**config.mk**
```make
export PLATFORM = sky130hd
export DESIGN_NAME = mem_port_arbiter
export DESIGN_NICKNAME = d
export VERILOG_FILES = /design/src/rtl/mips_core_pkg.sv /design/src/rtl/mem_arb_select.sv /design/src/rtl/mem_port_arbiter.sv
export SDC_FILE = /design/constraint.sdc
export NUM_CORES = 1
export LEC_CHECK = 0
export BUFFER_PORTS_ARGS = -buffer_cell sky130_fd_sc_hd__buf_2
export CAP_MARGIN = 15
export CORE_AREA = 2 2 105 107
export CTS_CLUSTER_DIAMETER = 200
export CTS_CLUSTER_SIZE = 30
export DETAILED_ROUTE_END_ITERATION = 7
export DIE_AREA = 0 0 107 109
export HOLD_SLACK_MARGIN = 0.05
export MAX_ROUTING_LAYER = met4
export SYNTH_ARGS = -nofsm -noshare
export SYNTH_HDL_FRONTEND = slang
export SYNTH_HIERARCHICAL = 1
export SYNTH_SLANG_ARGS = --single-unit
export TNS_END_PERCENT = 30
```
**constraint.sdc**
```tcl
create_clock -name clk -period 1.8 [get_ports clk]
set_input_delay 0.36 -clock clk [delete_from_list [all_inputs] [get_ports clk]]
set_output_delay 0.36 -clock clk [all_outputs]
set_load 0.02 [all_outputs]
```
**src/rtl/mips_core_pkg.sv**
```systemverilog
// mips_core_pkg: shared types for the memory port arbiter.
// Holds the arbiter state encoding, the requester identity and the
// line-offset helper used to derive line base addresses.
package mips_core_pkg;

    typedef enum logic [2:0] {IDLE, I_RADDR, I_RDATA, D_RADDR, D_RDATA, D_WR} MemArbState;

    typedef enum logic {ICACHE, DCACHE} MemRequester;

    // Byte-offset bits of a line: word index bits plus the two byte bits.
    function automatic int line_offset_bits(input int words);
        return $clog2(words) + 2;
    endfunction

    localparam int LINE_WORDS_DEF   = 4;
    localparam int LINE_OFFSET_BITS = line_offset_bits(LINE_WORDS_DEF);

endpackage

```
**src/rtl/mem_arb_select.sv**
```systemverilog
// mem_arb_select: combinational picker between i-cache and d-cache requests.
// Ports: i_ic_req, i_dc_req (request levels), i_last_grant (round-robin only),
//        o_valid (some request pending), o_pick (winning requester).
// Macro MEM_ARB_ROUND_ROBIN_EN: ties go to the requester not granted last;
// otherwise the d-cache always wins a tie.
module mem_arb_select
    import mips_core_pkg::*;
(
    input  logic        i_ic_req,
    input  logic        i_dc_req,
`ifdef MEM_ARB_ROUND_ROBIN_EN
    input  MemRequester i_last_grant,
`endif
    output logic        o_valid,
    output MemRequester o_pick
);

    always_comb begin
        o_valid = i_ic_req || i_dc_req;
`ifdef MEM_ARB_ROUND_ROBIN_EN
        o_pick  = (i_ic_req && i_dc_req) ? ((i_last_grant == ICACHE) ? DCACHE : ICACHE)
                                         : (i_dc_req ? DCACHE : ICACHE);
`else
        o_pick  = i_dc_req ? DCACHE : ICACHE;
`endif
    end

endmodule

```
**src/rtl/mem_port_arbiter.sv**
```systemverilog
// mem_port_arbiter: shares one memory port between i-cache refills and
// d-cache refills/write-backs, one line burst at a time.
// Ports: ic_* (i-cache miss engine), dc_* (d-cache miss engine),
//        mem_* (external memory port), clk, rst (async, active high).
// Macro MEM_ARB_ROUND_ROBIN_EN: round-robin tie-break with a last_grant
// register; undefined, the d-cache wins every tie.
module mem_port_arbiter
    import mips_core_pkg::*;
#(
    parameter int ADDR_WIDTH = 32,
    parameter int DATA_WIDTH = 32,
    parameter int LINE_WORDS = 4
) (
    input  logic                  clk,
    input  logic                  rst,
    input  logic                  ic_req,
    input  logic [ADDR_WIDTH-1:0] ic_addr,
    output logic                  ic_gnt,
    output logic                  ic_rvalid,
    output logic [DATA_WIDTH-1:0] ic_rdata,
    output logic                  ic_done,
    input  logic                  dc_req,
    input  logic                  dc_we,
    input  logic [ADDR_WIDTH-1:0] dc_addr,
    input  logic [DATA_WIDTH-1:0] dc_wdata,
    output logic                  dc_gnt,
    output logic                  dc_wnext,
    output logic                  dc_rvalid,
    output logic [DATA_WIDTH-1:0] dc_rdata,
    output logic                  dc_done,
    output logic                  mem_req,
    output logic                  mem_we,
    output logic [ADDR_WIDTH-1:0] mem_addr,
    output logic [DATA_WIDTH-1:0] mem_wdata,
    input  logic                  mem_ready,
    input  logic                  mem_rvalid,
    input  logic [DATA_WIDTH-1:0] mem_rdata
);

    localparam int OFF = line_offset_bits(LINE_WORDS);
    localparam int CW  = OFF - 2;

    MemArbState            r_state;
    MemArbState            w_next;
    logic [CW-1:0]         r_cnt;
    logic [ADDR_WIDTH-1:0] r_base;
    logic                  w_pick_valid;
    MemRequester           w_pick;
    logic                  w_last;
    logic                  w_unused;

    // Line offset bits of the request addresses are dropped by design.
    assign w_unused = ^{ic_addr[OFF-1:0], dc_addr[OFF-1:0]};
    assign w_last   = (r_cnt == CW'(LINE_WORDS - 1));

`ifdef MEM_ARB_ROUND_ROBIN_EN
    MemRequester r_last_grant;

    mem_arb_select u_select (
        .i_ic_req     (ic_req),
        .i_dc_req     (dc_req),
        .i_last_grant (r_last_grant),
        .o_valid      (w_pick_valid),
        .o_pick       (w_pick)
    );

    always_ff @(posedge clk or posedge rst) begin
        if (rst)
            r_last_grant <= ICACHE;
        else if (ic_gnt || dc_gnt)
            r_last_grant <= dc_gnt ? DCACHE : ICACHE;
    end
`else
    mem_arb_select u_select (
        .i_ic_req (ic_req),
        .i_dc_req (dc_req),
        .o_valid  (w_pick_valid),
        .o_pick   (w_pick)
    );
`endif

    always_comb begin
        w_next    = r_state;
        ic_gnt    = 1'b0;
        dc_gnt    = 1'b0;
        ic_rvalid = 1'b0;
        ic_rdata  = '0;
        ic_done   = 1'b0;
        dc_wnext  = 1'b0;
        dc_rvalid = 1'b0;
        dc_rdata  = '0;
        dc_done   = 1'b0;
        mem_req   = 1'b0;
        mem_we    = 1'b0;
        mem_addr  = '0;
        mem_wdata = '0;
        case (r_state)
            IDLE: begin
                // Grants are combinational, so gate them while reset holds the FSM.
                ic_gnt = w_pick_valid && !rst && (w_pick == ICACHE);
                dc_gnt = w_pick_valid && !rst && (w_pick == DCACHE);
                w_next = ic_gnt ? I_RADDR : dc_gnt ? (dc_we ? D_WR : D_RADDR) : IDLE;
            end
            I_RADDR, D_RADDR: begin
                mem_req  = 1'b1;
                mem_addr = r_base;
                w_next   = !mem_ready ? r_state : (r_state == I_RADDR) ? I_RDATA : D_RDATA;
            end
            I_RDATA: begin
                ic_rvalid = mem_rvalid;
                ic_rdata  = mem_rvalid ? mem_rdata : '0;
                ic_done   = mem_rvalid && w_last;
                w_next    = ic_done ? IDLE : r_state;
            end
            D_RDATA: begin
                dc_rvalid = mem_rvalid;
                dc_rdata  = mem_rvalid ? mem_rdata : '0;
                dc_done   = mem_rvalid && w_last;
                w_next    = dc_done ? IDLE : r_state;
            end
            D_WR: begin
                mem_req   = 1'b1;
                mem_we    = 1'b1;
                mem_addr  = {r_base[ADDR_WIDTH-1:OFF], r_cnt, 2'b00};
                mem_wdata = dc_wdata;
                dc_wnext  = mem_ready;
                dc_done   = mem_ready && w_last;
                w_next    = dc_done ? IDLE : r_state;
            end
            default: w_next = IDLE;
        endcase
    end

    always_ff @(posedge clk or posedge rst) begin
        if (rst) begin
            r_state <= IDLE;
            r_cnt   <= '0;
            r_base  <= '0;
        end else begin
            r_state <= w_next;
            if (ic_gnt)
                r_base <= {ic_addr[ADDR_WIDTH-1:OFF], {OFF{1'b0}}};
            else if (dc_gnt)
                r_base <= {dc_addr[ADDR_WIDTH-1:OFF], {OFF{1'b0}}};
            // Counter wraps to zero naturally after the last beat.
            if (r_state == I_RADDR || r_state == D_RADDR)
                r_cnt <= '0;
            else if (ic_rvalid || dc_rvalid || dc_wnext)
                r_cnt <= r_cnt + CW'(1);
        end
    end

endmodule

```
==> flow_metrics.tcl, run 1 <==
set metrics [dict create \
    cpPeakStageDelay_ps 460 \
    clock_sinks 33 \
    gr_util_all_layers_pct 18.04 \
    finalWirelength_um 11110 \
    setup.worst_path.end_class "primary output" \
    syn-mean-instance-area_um2 8.376 \
    detailed_place_hpwl_um 7716 \
    dominant_combinational_cell_family_by_area_after_synthesis "simple AND/OR/NAND/NOR gates" \
    dp_slack_ps 51.38 \
    final.setup.tns_ps -14090 \
    r2r_cells 8 \
    violations "negative setup slack" \
    post_synthesis_adder_cell_area_fraction_pct 0.4803 \
    worst-endpoint-arrival_ps 1580 \
    cell_types_occupying_the_most_area_after_synthesis "sky130_fd_sc_hd__dfrtp_1, sky130_fd_sc_hd__and2_1, sky130_fd_sc_hd__mux2i_1" \
    finalHoldWorstSlack_ps 100.3 \
    grt_start_max_net_pins 35 \
    power_leakage_nw 2.862 \
    grt_antenna_before_repair 0 \
    drive_gt1_share_pct 62.31 \
    worstPathRequired_ps 1440 \
    wl_met3_um 663 \
    r2r-end "r_base[23]" \
    design_power_total_mw 5.288 \
    async_flop_share_pct 100.0 \
    rsz0062_at_grt "true" \
    yosysSeqAreaShare_pct 31.70 \
    initial_core_util_pct 24.57 \
    r2r_start "r_state[1]" \
    worstSkewPairLatency_ps 280 \
    postCtsHoldBufs 0 \
    first_global_vias 3106 \
    io_pins 272 \
    length_of_routed_wiring_on_met1_um 4405 \
    synth-warning-count 6 \
    routed.top_layer "met4" \
    yosys_register_bits 33 \
    root_buf_cell "sky130_fd_sc_hd__clkbuf_8" \
    worst-setup-path-type "reg2out" \
    path_clk_slew_ps 70 \
    cts_inserted_buffers 5 \
    synth_largest_area_cell "sky130_fd_sc_hd__dfrtp_1" \
    max-clock-path-buffers 2 \
    antenna_cells_inserted 0 \
    total_die_area_mm2 0.01166 \
    period_share_pct 107.9 \
    htreeDepth 2 \
    post_synth_and_or_nand_nor_area_fraction_pct 39.87 \
    finalNonFillerCells 729 \
    path_class_of_the_lowest_slack_min_delay_path "in2async" \
    finalHoldViolations 0 \
    std_cell_rows 38 \
    run_status "finished, violations left" \
    crit_path_cell_trace "and4bb_4 > buf_12 > o21a_1 > buf_2" \
    detail-route-antenna-nets 0 \
    pwr_density_cell_mw_per_mm2 1002 \
    slew_viol_final 0 \
    dr.first_iter.drc_count 147 \
    placeableCoreArea_mm2 0.01060 \
    route.vias.total 3201 \
    muxShareOfSynthArea_pct 12.58 \
    die_y_um 109 \
    crit_fanout 18 \
    yosys.cell_types.count 34 \
    drv_cap 0 \
    via_per_inst 4.391 \
    die_w_um 107 \
    detail_route.first_pass.iterations 4 \
    power.ir.vdd_worst_v 0.0004771 \
    yosys_most_used_dff "sky130_fd_sc_hd__dfrtp_1" \
    nNetsFinal 725 \
    final_period_minus_worst_setup_slack_ps 1943 \
    compound_gate_portion_of_the_synthesized_area_pct 7.925 \
    synth_cells 311 \
    grt_first_pass_wirelength_um 16100 \
    grt_remaining_overflow 0 \
    start_kind "register" \
    ff2ff_setup_slack_ps 40 \
    io_buffer_count 261 \
    setup-violations-final 131 \
    detail_route.wl_per_cell_um 15.24 \
    synth-xor-area-share_pct 0.3362 \
    area.growth.synth_to_final_pct 102.5 \
    numPlacedInstances 699 \
    setup_ws_ps -142.5 \
    met2_wire_length_um 5860 \
    synth_area_mm2 0.002605 \
    gpl_wtd_cong 0.7616 \
    drcViolationCount 0 \
    timing.fmax_mhz 514.8 \
    slowest_stage "sky130_fd_sc_hd__dfrtp_2" \
    tritoncts "built" \
    synth_edf_count 0 \
    finalClockSkew_ps 7.796 \
    synthDominantCellAreaShare_pct 31.70 \
]
## routing by layer
metal  track usage, %  vias up
li1                 -     1559
met1            20.23     1488
met2            33.39      142
met3            2.929       12
met4            4.638        0
met5                -        -
## final cells by class
class	count	area, µm²
multi-input combinational	251	1812
clock inverter	1	7.507
fill	985	5326
tap	140	175.2
inverter	3	11.26
timing repair buffer	295	2359
clock buffer	6	82.58
sequential	33	829.5
## timing repair
action	CTS	global route
pin swaps	23	36
gates cloned	6	2
resized for setup	211	65
endpoints found under the setup margin	135	134
setup buffers	13	2
## where the power goes
| part | switching, mW | total (mW) | internal [mW] |
|---|---|---|---|
| registers | 0.220 | 1.30 | 1.08 |
| logic | 1.55 | 3.41 | 1.86 |
| clock network | 0.273 | 0.576 | 0.302 |
## flip-flops by register name (all words and copies together) (netlist names)
register / count
r_base: 28
r_cnt: 2
r_state: 3
## through the flow
step                      utilization [%]  area [µm²]
after floorplan                         -        2609
after global placement              38.66        4099
after detailed placement            38.66        4099
after CTS                           47.46        5032
after global routing                49.76        5276
final                               49.76        5276
## worst max-delay path: cells and delay by family, from the launching register on
family,cells,cell delay [ps]
compound gates,1,130
simple gates,1,410
buf+inv,2,310
flops,1,460
## cell families after synthesis
group           count (synthesis)
simple gates                  174
compound gates                 37
xor+xnor                        1
other cells                     1
fa+ha+maj                       1
mux                            32
buf+inv                        32
flops                          33
## synthesized netlist by cell type, drive strengths merged (2+ instances only)
master,count
nor2,5
clkbuf,11
and2,128
buf,18
mux2,3
inv,3
mux2i,29
dfrtp,33
nor2b,2
a21oi,2
nand2,31
and4bb,2
o21ai,30
## worst max path at each step
stage | startpoint | endpoint | slack, ps | cells after the start
after floorplan | r_state[1] | dc_gnt | 50 | 5
after global placement | r_state[1] | mem_addr[13] | 40 | 5
after detailed placement | r_state[1] | mem_addr[14] | 50 | 5
after CTS | r_state[2] | dc_done | -150 | 5
after global routing | r_state[2] | mem_wdata[8] | -200 | 5
final | r_state[0] | dc_done | -140 | 4
## placed cells by master, fill, tap and decap left out, types with 11 or more instances in the layout
| cell type | n |
|---|---|
| sky130_fd_sc_hd__buf_2 | 148 |
| sky130_fd_sc_hd__mux2i_1 | 29 |
| sky130_fd_sc_hd__buf_4 | 46 |
| sky130_fd_sc_hd__nand2_1 | 31 |
| sky130_fd_sc_hd__o21ai_1 | 18 |
| sky130_fd_sc_hd__buf_6 | 87 |
| sky130_fd_sc_hd__dfrtp_1 | 30 |
| sky130_fd_sc_hd__o21ai_0 | 11 |
| sky130_fd_sc_hd__and2_1 | 81 |
| sky130_fd_sc_hd__and2_4 | 47 |
(Power assumes the default switching activity.)
==> inputs of run 2 (changes only) <==
--- a/config.mk
+++ b/config.mk
@@ -14,6 +14,7 @@
 export DIE_AREA = 0 0 107 109
 export HOLD_SLACK_MARGIN = 0.05
 export MAX_ROUTING_LAYER = met4
+export REMOVE_ABC_BUFFERS = 1
 export SYNTH_ARGS = -nofsm -noshare
 export SYNTH_HDL_FRONTEND = slang
 export SYNTH_HIERARCHICAL = 1
==> run 2 against run 1 <==
The run still ends with negative setup slack left. Clock power is essentially flat. Critical path type unchanged. Die area is the same. Worst hold slack gained 20 ps. Maximum frequency shrank 0.97%. Combinational power shrank 7.6%. Design area shrank 3.5%. Setup slack lost 19 ps.
==> flow_metrics.tcl, run 2 (synthesized netlist as in run 1, its figures left out) <==
set metrics [dict create \
    total_die_area_mm2 0.01166 \
    gpl_wtd_cong 0.8409 \
    final_common_cell "sky130_fd_sc_hd__buf_2" \
    place_area_mm2 0.004051 \
    setup_ws_ps -161.5 \
    rsz0062_at_grt "true" \
    run_status "finished, violations left" \
    cp-startpoint "r_state[1]" \
    largest-register "r_base" \
    setup.worst_path.end_class "primary output" \
    final.setup.tns_ps -13600 \
    worstPathRequired_ps 1440 \
    detail_route.first_pass.iterations 4 \
    path_class_of_the_lowest_slack_min_delay_path "in2async" \
    grt_first_pass_wirelength_um 17660 \
    worst-setup-path-type "reg2out" \
    std_cell_rows 38 \
    gr_util_all_layers_pct 20.22 \
    route.vias.total 3268 \
    drcViolationCount 0 \
    layout.cells.most_common_list "sky130_fd_sc_hd__buf_2, sky130_fd_sc_hd__buf_6, sky130_fd_sc_hd__and2_1, sky130_fd_sc_hd__and2_4, sky130_fd_sc_hd__nand2_1" \
    share_of_the_core_filled_with_cells_pct 48.02 \
    area.growth.synth_to_final_pct 95.44 \
    postCtsHoldBufs 0 \
    detailed_place_hpwl_um 7885 \
    htreeDepth 2 \
    io_pins 272 \
    io_buffer_count 261 \
    clock_sinks 33 \
    grt_start_max_net_pins 40 \
    largest_reg_flops 28 \
    placeableCoreArea_mm2 0.01060 \
    timing.fmax_mhz 509.8 \
    finalClockSkew_ps 3.510 \
    cell_area_after_layout_mm2 0.005091 \
    via_per_inst 4.477 \
    grt_antenna_before_repair 3 \
    grt_remaining_overflow 0 \
    finalWirelength_um 12200 \
    root_buf_cell "sky130_fd_sc_hd__clkbuf_8" \
    period_share_pct 109.0 \
    power_leakage_nw 2.823 \
    cts_inserted_buffers 5 \
    worst-endpoint-arrival_ps 1600 \
    die_w_um 107 \
    power.ir.vdd_worst_v 0.0006186 \
    r2r-end "r_state[1]" \
    dr.first_iter.drc_count 185 \
    violations "negative setup slack" \
    final_period_minus_worst_setup_slack_ps 1961 \
    die_y_um 109 \
    ff2ff_setup_slack_ps 110 \
    tritoncts "built" \
    path_clk_slew_ps 70 \
    first_global_vias 3238 \
    detail_route.wl_per_cell_um 16.71 \
    worstSkewPairLatency_ps 280 \
    r2r_cells 6 \
    crit_path_capture "ic_rdata[23]" \
    nNetsFinal 723 \
    start_kind "register" \
    detail-route-antenna-nets 0 \
    initial_core_util_pct 24.57 \
    largest_registers "r_base: 28 flops, r_state: 3 flops, r_cnt: 2 flops" \
    fillers 1030 \
    drv_cap 0 \
    setup-violations-final 131 \
    slew_viol_final 0 \
    r2r_start "r_state[0]" \
    pwr_density_cell_mw_per_mm2 987.5 \
    drive_gt1_share_pct 63.88 \
    max-clock-path-buffers 2 \
    crit_fanout 7 \
    finalHoldViolations 0 \
]
==> run 2: changes by cell type in the layout (fill, tap and decap cells not counted), sizes merged <==
cell / delta
buf: -4
diode: +3
and4bb: +2
clkbuf: +1
clkinvlp: -1
==> run 2: worst min path at each step <==
stage | startpoint | to | slack (ps) | cells after the start
floorplan | r_base[21] | r_base[21] | 440 | 2
detailed placement | rst | r_base[25] | 430 | 3
global placement | rst | r_base[25] | 430 | 3
finish | rst | r_base[9] | 120 | 3
CTS | rst | r_base[25] | 120 | 3
global route | rst | r_base[6] | 160 | 3
==> run 2: area by class of cell <==
cell class / count / area (µm²) / area share, %
diodes: 3 / 7.507 / 0.1475
clock buffers: 7 / 86.33 / 1.696
inverters: 3 / 11.26 / 0.2212
multi-input cells: 253 / 1874 / 36.82
flip-flops and latches: 33 / 829.5 / 16.29
well taps: 140 / 175.2 / 3.441
repair buffers: 291 / 2107 / 41.39
==> run 2: layer usage <==
layer	vias to the layer above	global-route usage (%)	wire, µm
met5	-	-	0
met4	0	7.699	278
met3	19	3.467	876
met2	174	37.03	6587
met1	1513	21.90	4456
li1	1562	-	-
==> run 2: metrics by stage <==
| step | setup WS, ps | power, mW | hold slack [ps] | instances |
|---|---|---|---|---|
| floorplan | -883.9 | 2.553 | 441.8 | 283 |
| global placement | 72.84 | 3.382 | 429.0 | 696 |
| detailed placement | 18.52 | 3.445 | 427.0 | 696 |
| CTS | -166.9 | 4.831 | 124.1 | 727 |
| global route | -206.4 | 5.385 | 162.5 | 730 |
| finish | -161.5 | 5.027 | 120.4 | 730 |
==> run 2: worst max-delay path: stages (launching register included) <==
cell and delay [ps]:
sky130_fd_sc_hd__dfrtp_2 470, sky130_fd_sc_hd__buf_4 160, sky130_fd_sc_hd__buf_4 130, sky130_fd_sc_hd__and4bb_4 240
sky130_fd_sc_hd__and2_1 170, sky130_fd_sc_hd__buf_4 150
==> run 2: where the power goes <==
group	internal (mW)	switching, mW
Combinational	1.62	1.54
Clock	0.304	0.274
Sequential	1.08	0.212
==> run 2: repair_timing <==
item,4_1_cts,5_1_grt
setup buffers,15,3
gates resized for setup,166,80
pin swaps,12,41
gates cloned,9,0
endpoints found under the setup margin,135,135
